**src/rtl/cpu_pkg.sv**
```systemverilog
// Shared decode constants, FSM state type and opcode-class helpers for the ID stage.
package cpu_pkg;

  localparam logic [5:0] OpRtype = 6'h00;
  localparam logic [5:0] OpJ     = 6'h02;
  localparam logic [5:0] OpJal   = 6'h03;
  localparam logic [5:0] OpBeq   = 6'h04;
  localparam logic [5:0] OpBne   = 6'h05;
  localparam logic [5:0] OpLui   = 6'h0f;

  localparam logic [5:0] FnSll  = 6'h00;
  localparam logic [5:0] FnSrl  = 6'h02;
  localparam logic [5:0] FnSra  = 6'h03;
  localparam logic [5:0] FnJr   = 6'h08;
  localparam logic [5:0] FnJalr = 6'h09;

  localparam logic [4:0] REG_ZERO = 5'd0;
  localparam logic [4:0] REG_RA   = 5'd31;

  typedef enum logic [1:0] {
    StEmpty,
    StIssue,
    StHoldLu,
    StHoldEx
  } fsm_state_e;

  // lb, lh, lwl, lw, lbu, lhu, lwr
  function automatic logic is_load_op(input logic [5:0] op);
    return op inside {[6'h20:6'h26]};
  endfunction

  // sb, sh, swl, sw, swr
  function automatic logic is_store_op(input logic [5:0] op);
    return op inside {6'h28, 6'h29, 6'h2a, 6'h2b, 6'h2e};
  endfunction

  // addi .. lui
  function automatic logic is_ialu_op(input logic [5:0] op);
    return op inside {[6'h08:6'h0f]};
  endfunction

endpackage

```
**src/rtl/fwd_select.sv**
```systemverilog
// Per-source operand selection: register 0, youngest matching producer, or register file.
module fwd_select
  import cpu_pkg::*;
#(
  parameter int unsigned NUM_FWD = 3,
  parameter int unsigned XLEN    = 32
) (
  input  logic [4:0]              raddr_i,
  input  logic [XLEN-1:0]         rf_rdata_i,
  input  logic [NUM_FWD-1:0]      fwd_we_i,
  input  logic [5*NUM_FWD-1:0]    fwd_waddr_i,
  input  logic [XLEN*NUM_FWD-1:0] fwd_wdata_i,
  input  logic [NUM_FWD-1:0]      fwd_is_load_i,
  output logic [XLEN-1:0]         value_o,
  output logic                    load_hit_o
);

  always_comb begin
    value_o    = rf_rdata_i;
    load_hit_o = 1'b0;
    // Walk oldest to youngest so the lowest matching index is the last write.
    for (int i = NUM_FWD - 1; i >= 0; i--) begin
      if (fwd_we_i[i] && (fwd_waddr_i[5*i +: 5] == raddr_i)) begin
        value_o    = fwd_wdata_i[XLEN*i +: XLEN];
        load_hit_o = fwd_is_load_i[i];
      end
    end
    if (raddr_i == REG_ZERO) begin
      value_o    = '0;
      load_hit_o = 1'b0;
    end
  end

endmodule

```
**src/rtl/id_stage_fwd.sv**
```systemverilog
// Decode stage: IF/ID register, N-port operand forwarding, load-use interlock, branch resolve.
module id_stage_fwd
  import cpu_pkg::*;
#(
  parameter int unsigned XLEN    = 32,
  parameter int unsigned NUM_FWD = 3
) (
  input  logic                    clk_i,
  input  logic                    rst_ni,
  input  logic                    flush_i,
  input  logic                    if_valid_i,
  input  logic [XLEN-1:0]         if_pc_i,
  input  logic [31:0]             if_inst_i,
  output logic                    id_ready_o,
  output logic [4:0]              rf_raddr1_o,
  output logic [4:0]              rf_raddr2_o,
  input  logic [XLEN-1:0]         rf_rdata1_i,
  input  logic [XLEN-1:0]         rf_rdata2_i,
  input  logic [NUM_FWD-1:0]      fwd_we_i,
  input  logic [5*NUM_FWD-1:0]    fwd_waddr_i,
  input  logic [XLEN*NUM_FWD-1:0] fwd_wdata_i,
  input  logic [NUM_FWD-1:0]      fwd_is_load_i,
  output logic                    ex_valid_o,
  input  logic                    ex_ready_i,
  output logic [XLEN-1:0]         ex_pc_o,
  output logic [31:0]             ex_inst_o,
  output logic [XLEN-1:0]         ex_src1_o,
  output logic [XLEN-1:0]         ex_src2_o,
  output logic                    ex_rf_we_o,
  output logic [4:0]              ex_rf_waddr_o,
  output logic                    br_taken_o,
  output logic [XLEN-1:0]         br_target_o,
  output logic [31:0]             stall_cnt_o
);

  logic            valid_q, valid_d;
  logic [XLEN-1:0] pc_q, pc_d;
  logic [31:0]     inst_q, inst_d;
  logic [31:0]     stall_cnt_q, stall_cnt_d;

  fsm_state_e state;

  logic [5:0]  opcode, funct;
  logic [4:0]  rs, rt, rd;
  logic [15:0] imm;
  logic        is_rtype;

  assign opcode   = inst_q[31:26];
  assign rs       = inst_q[25:21];
  assign rt       = inst_q[20:16];
  assign rd       = inst_q[15:11];
  assign funct    = inst_q[5:0];
  assign imm      = inst_q[15:0];
  assign is_rtype = (opcode == OpRtype);

  logic uses_rs, uses_rt;

  always_comb begin
    uses_rs = 1'b1;
    if (opcode == OpLui || opcode == OpJ || opcode == OpJal) begin
      uses_rs = 1'b0;
    end
    if (is_rtype && (funct == FnSll || funct == FnSrl || funct == FnSra)) begin
      uses_rs = 1'b0;
    end
    uses_rt = is_rtype || (opcode == OpBeq) || (opcode == OpBne) || is_store_op(opcode);
  end

  logic [XLEN-1:0] src1, src2;
  logic            rs_load_hit, rt_load_hit;

  fwd_select #(
    .NUM_FWD (NUM_FWD),
    .XLEN    (XLEN)
  ) u_fwd_rs (
    .raddr_i       (rs),
    .rf_rdata_i    (rf_rdata1_i),
    .fwd_we_i      (fwd_we_i),
    .fwd_waddr_i   (fwd_waddr_i),
    .fwd_wdata_i   (fwd_wdata_i),
    .fwd_is_load_i (fwd_is_load_i),
    .value_o       (src1),
    .load_hit_o    (rs_load_hit)
  );

  fwd_select #(
    .NUM_FWD (NUM_FWD),
    .XLEN    (XLEN)
  ) u_fwd_rt (
    .raddr_i       (rt),
    .rf_rdata_i    (rf_rdata2_i),
    .fwd_we_i      (fwd_we_i),
    .fwd_waddr_i   (fwd_waddr_i),
    .fwd_wdata_i   (fwd_wdata_i),
    .fwd_is_load_i (fwd_is_load_i),
    .value_o       (src2),
    .load_hit_o    (rt_load_hit)
  );

  logic hazard;
  assign hazard = valid_q && ((uses_rs && rs_load_hit) || (uses_rt && rt_load_hit));

  // State is a pure function of the held slot, the interlock and EX backpressure.
  always_comb begin
    if (!valid_q) begin
      state = StEmpty;
    end else if (hazard) begin
      state = StHoldLu;
    end else if (!ex_ready_i) begin
      state = StHoldEx;
    end else begin
      state = StIssue;
    end
  end

  logic ex_valid, id_ready;

  always_comb begin
    ex_valid = 1'b0;
    id_ready = 1'b0;
    unique case (state)
      StEmpty:  id_ready = 1'b1;
      StIssue: begin
        ex_valid = 1'b1;
        id_ready = 1'b1;
      end
      StHoldEx: ex_valid = 1'b1;
      StHoldLu: ;
      default:  ;
    endcase
  end

  logic       rf_we;
  logic [4:0] rf_waddr;

  always_comb begin
    rf_we    = 1'b0;
    rf_waddr = REG_ZERO;
    if (is_rtype) begin
      if (funct != FnJr) begin
        rf_we    = 1'b1;
        rf_waddr = rd;
      end
    end else if (opcode == OpJal) begin
      rf_we    = 1'b1;
      rf_waddr = REG_RA;
    end else if (is_ialu_op(opcode) || is_load_op(opcode)) begin
      rf_we    = 1'b1;
      rf_waddr = rt;
    end
    if (rf_waddr == REG_ZERO) begin
      rf_we = 1'b0;
    end
  end

  logic [XLEN-1:0] pc_plus4, br_offset, jmp_target;
  logic            br_cond;

  assign pc_plus4   = pc_q + XLEN'(4);
  assign br_offset  = {{(XLEN-18){imm[15]}}, imm, 2'b00};
  assign jmp_target = {pc_plus4[XLEN-1:28], inst_q[25:0], 2'b00};

  always_comb begin
    br_cond     = 1'b0;
    br_target_o = '0;
    if (is_rtype && (funct == FnJr || funct == FnJalr)) begin
      br_cond     = 1'b1;
      br_target_o = src1;
    end else begin
      unique case (opcode)
        OpBeq: begin
          br_cond     = (src1 == src2);
          br_target_o = pc_plus4 + br_offset;
        end
        OpBne: begin
          br_cond     = (src1 != src2);
          br_target_o = pc_plus4 + br_offset;
        end
        OpJ, OpJal: begin
          br_cond     = 1'b1;
          br_target_o = jmp_target;
        end
        default: ;
      endcase
    end
  end

  always_comb begin
    valid_d = valid_q;
    pc_d    = pc_q;
    inst_d  = inst_q;
    if (flush_i) begin
      valid_d = 1'b0;
    end else if (id_ready) begin
      // A freed slot with nothing offered empties the register.
      valid_d = if_valid_i;
      if (if_valid_i) begin
        pc_d   = if_pc_i;
        inst_d = if_inst_i;
      end
    end

    stall_cnt_d = stall_cnt_q;
    if (state == StHoldLu && stall_cnt_q != '1) begin
      stall_cnt_d = stall_cnt_q + 32'd1;
    end
  end

  always_ff @(posedge clk_i or negedge rst_ni) begin
    if (!rst_ni) begin
      valid_q     <= 1'b0;
      pc_q        <= '0;
      inst_q      <= '0;
      stall_cnt_q <= '0;
    end else begin
      valid_q     <= valid_d;
      pc_q        <= pc_d;
      inst_q      <= inst_d;
      stall_cnt_q <= stall_cnt_d;
    end
  end

  assign id_ready_o    = id_ready;
  assign ex_valid_o    = ex_valid;
  assign rf_raddr1_o   = rs;
  assign rf_raddr2_o   = rt;
  assign ex_pc_o       = pc_q;
  assign ex_inst_o     = inst_q;
  assign ex_src1_o     = src1;
  assign ex_src2_o     = src2;
  assign ex_rf_we_o    = rf_we;
  assign ex_rf_waddr_o = rf_waddr;
  assign br_taken_o    = ex_valid && ex_ready_i && br_cond;
  assign stall_cnt_o   = stall_cnt_q;

endmodule

```
**config.mk**
```make
export PLATFORM = sky130hd
export DESIGN_NAME = id_stage_fwd
export DESIGN_NICKNAME = d
export VERILOG_FILES = /design/src/rtl/cpu_pkg.sv /design/src/rtl/fwd_select.sv /design/src/rtl/id_stage_fwd.sv
export SDC_FILE = /design/constraint.sdc
export NUM_CORES = 1
export LEC_CHECK = 0
export CORE_MARGIN = 2
export CORE_UTILIZATION = 30
export DETAILED_ROUTE_END_ITERATION = 12
export GPL_TIMING_DRIVEN = 0
export PLACE_DENSITY = 0.63
export SYNTH_ARGS = -nofsm -noshare
export SYNTH_HDL_FRONTEND = slang
export SYNTH_SLANG_ARGS = --single-unit
```
**constraint.sdc**
```tcl
create_clock -name clk_i -period 7 [get_ports clk_i]
set_clock_uncertainty 0.15 [all_clocks]
set_input_delay 1.4 -clock clk_i [delete_from_list [all_inputs] [get_ports clk_i]]
set_output_delay 1.4 -clock clk_i [all_outputs]
set_load 0.05 [all_outputs]
```
==> flow_summary.toml, run 1 <==
[synthesis]
synth_ff_type = "dfrtp_1"
ys_seq_area_share_pct = 25.6
yosys_warnings = 0
ys_seq_elements = 97
ys_async_sr_fraction_pct = 100
synth_edf_count = 0
synthCells = 1081
synth.distinct_cells = 66
synth_area_sq_mm = 0.00948
syn_area_per_cell_sq_um = 8.77
synthesis.nets = 1363

[placement]
port_buffers = 460
gp_congestion = 0.923
numPlacedInstances = 1944
pre_cts_ws_ns = -1.73
place.detailed.hpwl_um = 41500

[critical_path]
cp-start-kind = "primary input"
reg2reg_slack_ns = 2.62
critical_path_peak_fanout = 10
cp.required_ns = 5.45
arrival_ns = 5.35
endpoint_kind = "output pin"
reg2reg_to = "ex_inst_o[29]"
r2r-start = "ex_inst_o[24]"
worst-setup-path-type = "in2out"
r2r_cells = 13

[detailed_routing]
drt_pass1_iterations = 6
drtIter0Drc = 733
drc = 0
antenna_left = 0
via_per_inst = 5.55
vias = 11100
finalWirelength_um = 50600
avgRoutedWirePerCell_um = 25.3

[clock_network]
clk_path_buf_depth = 2
clkLatencyLatePin_ns = 0.36
cts_buffers = 9
h-tree-depth = 3
cts_sinks = 97
cts_tree = "yes"
path_clk_slew_ns = 0.07
root_buffer = "clkbuf_16"
holdBufCountCts = 0

[pwr]
p_total_mw = 3.60
leakagePower_nw = 6.20
cellPowerDensity_mw_per_mm2 = 234
ir_drop_v = 0.000210

[layout]
final_common_cell = "clkdlybuf4s50_1"
nets = 1867
final_cells = 1999
multi_input_area_sq_mm = 0.00667
drive_gt1_share_pct = 14.6
register_area_sq_mm = 0.00243
fill_cells = 3003
syn2layout_area_growth_pct = 62.4
most-common-layout-cells = "447 x clkdlybuf4s50_1, 96 x dfrtp_1, 90 x xnor2_1"

[global_routing]
grt_pass1_vias = 11400
grt_overflow_total = 0
grt_pass1_wl_um = 73100
grt_max_degree = 70
grt_usage_pct = 29.7
antenna_found_initial = 7

[sta]
clock.fmax_mhz = 145
setup_viol = 0
slew_headroom_pct = 42.1
worst_pin_slew_ns = 0.868
hold_violations = 0
holdWs_ns = 0.341
period_minus_slack_ns = 6.90
setup_ws_ns = 0.105
finalCritPeriodShare_pct = 98.5
drv_slew = 0

[worst_hold_path]
min_path_type = "reg2reg"
whs_path_depth = 1
worstHoldStart = "stall_cnt_o[10]"
hold_end = "stall_cnt_o[10]"

[die]
dieArea_sq_mm = 0.0330
pin_count = 461
core_area_sq_mm = 0.0313
die_w_um = 182
start_util_pct = 30.3
die_y_um = 182
rows = 65

[job]
maxCapViolations = 0

[run_status]
status = "complete, no violations"
[kinds of logic (layout without fill, tap and decap cells)]
family	Yosys count	count (layout)	synth area share, %
buffers and inverters	126	635	5.95
muxes	113	113	13.1
adders and majority gates	32	32	4.30
other	0	7	0
AOI/OAI and AO/OA	277	277	22.0
DFF	97	97	25.6
and+or+nand+nor	300	300	16.5
xor gates and xnor gates	136	136	12.6
[synthesized netlist by cell type, types with 8 or more instances]
cell / number / share of area [%]
nor3_1: 23 / 1.2
mux2_2: 87 / 10
mux2i_1: 26 / 2.7
nand4_1: 18 / 1.2
o211ai_1: 9 / 0.71
clkbuf_1: 44 / 1.7
dfrtp_1: 97 / 26
a22oi_1: 11 / 0.87
a211o_1: 10 / 0.92
and4_1: 8 / 0.74
ha_1: 31 / 4.1
nor2_1: 40 / 1.6
and3_1: 28 / 1.8
nand2b_1: 8 / 0.53
o21a_1: 8 / 0.63
xnor2_1: 93 / 8.6
a211oi_1: 17 / 1.3
o221ai_1: 12 / 1.1
a221o_1: 15 / 1.6
o21ai_0: 61 / 3.2
xor2_1: 43 / 4.0
buf_4: 12 / 0.95
or2_2: 10 / 0.66
a21o_1: 11 / 0.87
a21oi_1: 28 / 1.5
a32oi_1: 18 / 1.7
buf_2: 13 / 0.69
a222oi_1: 23 / 2.4
nand3_1: 59 / 3.1
inv_1: 48 / 1.9
nand2_1: 64 / 2.5
[worst max path at each step]
| stage | end | cells after the start | startpoint |
|---|---|---|---|
| after floorplan | br_taken_o | 12 | fwd_waddr_i[11] |
| after global placement | br_taken_o | 14 | fwd_waddr_i[8] |
| after detailed placement | br_taken_o | 13 | fwd_waddr_i[11] |
| after CTS | br_taken_o | 13 | fwd_waddr_i[8] |
| after global routing | br_taken_o | 14 | fwd_waddr_i[4] |
| final | br_taken_o | 13 | fwd_waddr_i[5] |
[layer usage]
layer | part of all wire, % | wire (um) | vias up | global-route usage, %
li1 | - | - | 5090 | -
met1 | 39 | 19900 | 5381 | 34.9
met2 | 49 | 24900 | 523 | 52.1
met3 | 7.6 | 3840 | 94 | 6.42
met4 | 3.8 | 1930 | 0 | 12.7
met5 | 0 | 0 | - | 0
[what timing repair did]
item / 4_1_cts / 5_1_grt
resized for setup: 43 / 54
buffers inserted: 22 / 11
gates cloned: 0 / 0
setup endpoints to repair: 18 / 12
pin swaps: 18 / 16
[state kept, by name, indices dropped and copies added (netlist names)]
name	flops
ex_pc_o	32
stall_cnt_o	32
ex_inst_o	32
valid_q	1
[metrics by stage]
step	util [%]	area [sq um]	TNS (ns)
floorplan	-	9480	0
global placement	46.6	14600	-4.26
detailed placement	46.7	14600	-4.20
CTS	48.4	15200	-0.0584
global route	49.2	15400	-0.0547
finish	49.2	15400	0
[final cells by class]
class	instances	area share [%]
inverter	48	1.17
clock buffer	11	1.58
timing repair buffer	494	31.8
sequential	97	15.8
clock inverter	5	0.276
antenna	7	0.114
buffer	77	2.73
tap	402	3.27
multi-input combinational	858	43.3
[critical path, stage by stage]
cell             delay (ns)
clkdlybuf4s50_1        0.46
xor2_1                 0.18
nor4_2                 0.36
and3_1                 0.20
buf_2                  0.22
nor2_2                 0.17
a222oi_1               0.50
xnor2_1                0.17
nand4_1                0.19
or4_1                  0.63
or4_1                  0.53
nand3_1                0.10
buf_4                  0.22
[power breakdown]
part           internal, mW  leakage [nW]  switching, mW  total [mW]
Sequential            0.632          1.21          0.115       0.747
Clock                 0.257         0.143          0.239       0.497
Combinational         0.912          4.85           1.44        2.36
Total                  1.80          6.20           1.80        3.60
No activity file was read; power rests on OpenSTA's default activity.
==> inputs of run 2 (changes only) <==
--- a/config.mk
+++ b/config.mk
@@ -9,7 +9,9 @@
 export CORE_UTILIZATION = 30
 export DETAILED_ROUTE_END_ITERATION = 12
 export GPL_TIMING_DRIVEN = 0
-export PLACE_DENSITY = 0.63
+export PLACE_DENSITY = 0.61
+export SETUP_SLACK_MARGIN = 0.4
 export SYNTH_ARGS = -nofsm -noshare
 export SYNTH_HDL_FRONTEND = slang
+export SYNTH_HIERARCHICAL = 1
 export SYNTH_SLANG_ARGS = --single-unit
==> run 2 against run 1 <==
Effect of this change:
- sequential share of layout area down 0.97 points
- combinational power up 2%
- critical endpoint unchanged
- via count up 8.8%
- largest power group unchanged
- first-iteration DRC count up 8.0%
- sequential power up 8.0%
- global-route usage down 0.15 points
- critical path depth up 2
- synthesized area up 12%
- cell count up 6.4%
==> flow_summary.toml, run 2 <==
[clock_network]
cts_tree = "yes"
h-tree-depth = 3
holdBufCountCts = 0
clk_path_buf_depth = 2
path_clk_slew_ns = 0.07
cts_buffers = 9
root_buffer = "clkbuf_16"
cts_sinks = 97
clkLatencyLatePin_ns = 0.36

[critical_path]
critPathSlowestCell = "clkdlybuf4s50_1"
arrival_ns = 5.37
path_delay_family = "simple AND/OR/NAND/NOR gates"
cpPeakStageDelay_ns = 0.52
cp.required_ns = 5.45
critical_path_peak_fanout = 10
endpoint_kind = "output pin"
path_cells = "clkdlybuf4s50_1 -> xor2_1 -> nor4_1 -> and3_1 -> buf_6 -> a211o_4 -> buf_6 -> o211ai_2 -> xor2_1 -> nor4_2 -> nand4_1 -> or3_1 -> a21oi_2 -> o311a_1 -> buf_4"
worst-setup-path-type = "in2out"
crit_buf_inv = 4
cp-start-kind = "primary input"

[synthesis]
synthesis.nets = 1462
synth_compound_area_share_pct = 19.1
yosysTopAreaCellShare_pct = 22.9
synth_edf_count = 0
yosys-top-cells-area = "dfrtp_1 23%, mux2_4 8.5%, o211ai_2 7.1%"
synth_area_sq_mm = 0.0106
synth_top_family_by_area = "simple AND/OR/NAND/NOR gates"
yosysTopAreaCell = "dfrtp_1"
ys_async_sr_fraction_pct = 100
yosys_warnings = 6
ys_seq_area_share_pct = 22.9
synth_ff_type = "dfrtp_1"
ys_seq_elements = 97
synthCells = 1175
synth_most_common_cell = "nand4_1"
synth_common_cells = "101 x nand4_1, 99 x nand3_1, 97 x dfrtp_1"
synth.distinct_cells = 69
synthAdderAreaFrac_pct = 4.44
muxShareOfSynthArea_pct = 15.4
synth_xor_area_share_pct = 11.6
synthSimpleGateAreaFrac_pct = 20.6
syn_area_per_cell_sq_um = 9.02

[pwr]
p_seq_share_pct = 21.5
pwr-share-clk_pct = 14.3
cellPowerDensity_mw_per_mm2 = 229
leakagePower_nw = 7.05
sw_frac_of_total_pct = 50.8
ir_drop_v = 0.000188
switchingPower_mw = 1.91
pwr-share-comb_pct = 64.3
p_total_mw = 3.76
internal_power_mw = 1.85

[detailed_routing]
via_per_inst = 5.67
drtIter0Drc = 792
drc = 0
antenna_left = 0
drt_pass1_iterations = 5
avgRoutedWirePerCell_um = 26.5
vias = 12100
finalWirelength_um = 56300

[placement]
dpl-instance-area_sq_mm = 0.0158
gp_congestion = 0.988
numPlacedInstances = 2092
place.detailed.hpwl_um = 46000
port_buffers = 460

[global_routing]
grt_pass1_vias = 12100
grt_overflow_total = 0
grt_max_degree = 62
antenna_found_initial = 6
grt_pass1_wl_um = 80100
grt_usage_pct = 29.5

[layout]
register_area_sq_mm = 0.00243
nets = 1949
drive_gt1_share_pct = 13.7
final_cells = 2126
fill_cells = 3318
final_common_cell = "clkdlybuf4s50_1"
multi_input_area_sq_mm = 0.00765
design_area_sq_mm = 0.0164
syn2layout_area_growth_pct = 54.7
most-common-layout-cells = "443 x clkdlybuf4s50_1, 101 x nand4_1, 97 x nand3_1, 97 x dfrtp_1, 74 x xor2_1"

[die]
dieArea_sq_mm = 0.0368
die_w_um = 192
die_y_um = 192
core_area_sq_mm = 0.0346
rows = 68
start_util_pct = 30.6
pin_count = 461

[sta]
period_minus_slack_ns = 6.92
worst_pin_slew_ns = 1.03
rsz0062_at_grt = "yes"
finalCritPeriodShare_pct = 98.9
slew_headroom_pct = 31.5
drv_slew = 0
clock.fmax_mhz = 144
setup_viol = 0
hold_violations = 0

[job]
maxCapViolations = 0

[run_status]
status = "complete, no violations"

[worst_hold_path]
min_path_type = "reg2reg"
## run 2: cell types whose count changed after synthesis, moves of 25 or more
cell / delta
mux2i_1: +41
nand3_1: +40
mux2_4: +60
o21ai_0: -25
nand4_1: +83
xor2_1: +31
xnor2_1: -27
inv_1: -30
mux2_2: -86
o211ai_2: +60
## run 2: power groups by stage
stage | combinational [mW] | sequential, mW | clock [mW]
finish | 2.41 | 0.807 | 0.536
CTS | 2.38 | 0.805 | 0.552
detailed placement | 2.36 | 0.815 | 0
global placement | 2.35 | 0.814 | 0
floorplan | 1.27 | 0.994 | 0
global route | 2.54 | 0.819 | 0.572
## run 2: repair_timing
action	in CTS	in global routing
pin swaps	9	7
gates resized for setup	45	33
setup buffers	9	5
endpoints found under the setup margin	18	18
## run 2: area by class of cell
class	instances	area share, %
clock buffers	11	1.54
multi-input cells	965	46.7
diodes	4	0.0611
well taps	455	3.47
clock inverters	5	0.412
repair buffers	476	29.0
plain buffers	94	3.63
inverters	19	0.435
flip-flops and latches	97	14.8
## run 2: cells by family (layout without fill, tap and decap cells)
group	count (synthesis)	count (layout)
simple gates	413	413
compound gates	243	243
xor+xnor	140	140
mux	132	132
buf+inv	113	605
flops	97	97
fa+ha+maj	37	37
other cells	0	4
## run 2: worst register-to-register path, stage by stage (launching register included)
cell and delay, ns:
dfrtp_1 0.80, xor2_1 0.16, nor4_1 0.33, nand3_2 0.24
buf_4 0.21, buf_4 0.13, or3b_1 0.34, a31oi_1 0.38
nand2b_1 0.11, a21oi_1 0.28, o21ai_0 0.13, a31oi_1 0.27
clkbuf_1 0.44, nand4_1 0.19, xnor2_1 0.16
## run 2: per-layer routing
metal	wire length [um]	share of wire, %	GRT usage (%)
met2	26700	47	49.8
met3	4590	8.1	6.38
met4	2470	4.4	13.5
met5	8	0.014	0
met1	22500	40	35.9
## run 2: path summary, 6_finish.rpt
| check | startpoint | endpoint | slack [ns] | depth (start not counted) |
|---|---|---|---|---|
| max | fwd_waddr_i[7] | br_taken_o | 0.08 | 15 |
| min | stall_cnt_o[13] | stall_cnt_o[13] | 0.35 | 1 |
| max reg2reg | ex_inst_o[17] | stall_cnt_o[13] | 2.56 | 14 |
| min reg2reg | stall_cnt_o[13] | stall_cnt_o[13] | 0.35 | 1 |
| max in group asynchronous | rst_ni | ex_inst_o[14] | 5.14 | 2 |
| min in group asynchronous | rst_ni | ex_pc_o[13] | 0.87 | 1 |
## run 2: per-stage QoR
stage               hold slack [ns]  utilization [%]  setup slack, ns  setup TNS [ns]
floorplan                     0.591                -            0.704               0
global placement              0.331             45.5            -1.12           -1.12
detailed placement            0.335             45.7            -1.15           -1.15
CTS                           0.346             47.0           0.0911               0
global route                  0.376             47.3           0.0288               0
finish                        0.349             47.3           0.0771               0
==> inputs of run 3 (changes only) <==
--- a/config.mk
+++ b/config.mk
@@ -10,7 +10,7 @@
 export DETAILED_ROUTE_END_ITERATION = 12
 export GPL_TIMING_DRIVEN = 0
 export PLACE_DENSITY = 0.61
-export SETUP_SLACK_MARGIN = 0.4
+export SETUP_SLACK_MARGIN = 0.2
 export SYNTH_ARGS = -nofsm -noshare
 export SYNTH_HDL_FRONTEND = slang
 export SYNTH_HIERARCHICAL = 1
==> run 3 against run 2 <==
Effect of this change:
- design area decreased by 0.11%
- non-clock buffer count decreased by 3
- global-route usage about the same
- largest power group unchanged
==> flow_summary.toml, run 3 (synthesized netlist as in run 2, its figures left out) <==
[critical_path]
path_delay_family = "simple AND/OR/NAND/NOR gates"
critical_path_peak_fanout = 10
cp_num_cells = 15
setup.worst_path.end = "br_taken_o"
cpPeakStageDelay_ns = 0.46
reg2reg_to = "stall_cnt_o[13]"
reg2reg_slack_ns = 2.56
critPathSlowestCell = "clkdlybuf4s50_1"
cp.required_ns = 5.45
path_cells = "clkdlybuf4s50_1 -> xor2_1 -> nor4_2 -> nand3_2 -> buf_4 -> buf_2 -> mux2i_1 -> o211ai_2 -> xor2_1 -> nor4_2 -> nand4_1 -> or3_1 -> a21oi_2 -> o311a_1 -> buf_4"
worst-setup-path-type = "in2out"
r2r-start = "ex_inst_o[17]"
crit_start = "fwd_waddr_i[12]"
endpoint_kind = "output pin"
crit_buf_inv = 4
arrival_ns = 5.32
cp-start-kind = "primary input"
r2r_cells = 14

[detailed_routing]
avgRoutedWirePerCell_um = 26.5
via_per_inst = 5.70
vias = 12100
finalWirelength_um = 56300
drc = 0
antenna_left = 0
drt_pass1_iterations = 5
drtIter0Drc = 843

[clock_network]
cts_sinks = 97
holdBufCountCts = 0
clk_path_buf_depth = 2
clkLatencyLatePin_ns = 0.36
cts_tree = "yes"
root_buffer = "clkbuf_16"
h-tree-depth = 3
cts_buffers = 9
path_clk_slew_ns = 0.07

[layout]
drive_gt1_share_pct = 13.6
most-common-layout-cells = "445 x clkdlybuf4s50_1, 101 x nand4_1, 97 x nand3_1, 97 x dfrtp_1, 74 x xor2_1"
nets = 1946
final_common_cell = "clkdlybuf4s50_1"
utilization_pct = 47.3
syn2layout_area_growth_pct = 54.6

[die]
die_w_um = 192
start_util_pct = 30.6
dieArea_sq_mm = 0.0368
rows = 68
core_area_sq_mm = 0.0346
die_y_um = 192
pin_count = 461

[sta]
setup_ws_ns = 0.125
period_minus_slack_ns = 6.87
clock.fmax_mhz = 145
worst_pin_slew_ns = 1.00
slew_headroom_pct = 32.5
setup_viol = 0
holdWs_ns = 0.349
rsz0062_at_grt = "yes"
finalCritPeriodShare_pct = 98.2
finalSetupTns_ns = 0
hold_violations = 0
drv_slew = 0

[global_routing]
grt_max_degree = 62
grt_pass1_vias = 12000
grt_usage_pct = 29.5
grt_pass1_wl_um = 80100
antenna_found_initial = 6
grt_overflow_total = 0

[worst_hold_path]
min_path_type = "reg2reg"
worstHoldStart = "stall_cnt_o[13]"

[placement]
pre_cts_ws_ns = -1.15
place.detailed.hpwl_um = 46000
gp_congestion = 0.988
port_buffers = 460

[pwr]
p_total_mw = 3.75
leakagePower_nw = 7.01
ir_drop_v = 0.000187
cellPowerDensity_mw_per_mm2 = 229

[job]
maxCapViolations = 0

[run_status]
status = "complete, no violations"
[run 3: cell count changes in the layout (fill, tap and decap cells not counted), sizes merged]
cell,before,now
clkbuf,76,75
clkdlybuf4s50,443,445
clkdlybuf4s15,1,0
dlymetal6s2s,8,7
buf,50,48
[run 3: area by class of cell]
cell class	count	area, sq um
plain buffers	94	599
repair buffers	473	4720
well taps	455	569
clock buffers	11	253
fillers	3321	18300
clock inverters	5	67.6
multi-input cells	965	7660
inverters	19	71.3
flip-flops and latches	97	2430
diodes	4	10.0
[run 3: routing by layer]
layer,track usage (%),up-vias,part of all wire [%]
li1,-,5443,-
met1,35.6,5844,40
met2,50.1,689,47
met3,6.65,123,8.5
met4,12.8,2,4.5
met5,0,-,0.014
[run 3: power by group]
| part | switching [mW] | internal, mW | leakage (nW) | total [mW] |
|---|---|---|---|---|
| sequential | 0.176 | 0.630 | 1.21 | 0.806 |
| clock | 0.234 | 0.303 | 0.159 | 0.536 |
| combinational | 1.49 | 0.916 | 5.64 | 2.41 |
[run 3: repair_timing]
action                     4_1_cts  5_1_grt
pin swaps                        5        9
gates resized for setup         41       34
setup buffers                    5        6
gates cloned                     0        0
setup endpoints to repair       11       11
[run 3: worst register-to-register path, cell delays in order (launching register included)]
cell,delay (ns)
dfrtp_1,0.80
xor2_1,0.16
nor4_1,0.34
nand3_2,0.25
buf_4,0.20
buf_4,0.13
or3b_1,0.35
a31oi_1,0.39
nand2b_1,0.11
a21oi_1,0.27
o21ai_0,0.12
a31oi_1,0.26
clkbuf_1,0.43
nand4_1,0.19
xnor2_1,0.16
[run 3: worst min-delay path by stage]
stage                           end  slack (ns)  cells after the start
floorplan            stall_cnt_o[1]        0.59                      3
global placement    stall_cnt_o[28]        0.33                      1
detailed placement  stall_cnt_o[13]        0.34                      1
CTS                 stall_cnt_o[13]        0.35                      1
global route        stall_cnt_o[31]        0.38                      1
finish              stall_cnt_o[13]        0.35                      1
[run 3: per-stage QoR]
stage	cell area [sq um]	instances
after CTS	16300	2113
final	16400	2123
after global routing	16400	2122
after detailed placement	15800	2092
after floorplan	10600	1175
after global placement	15800	2090
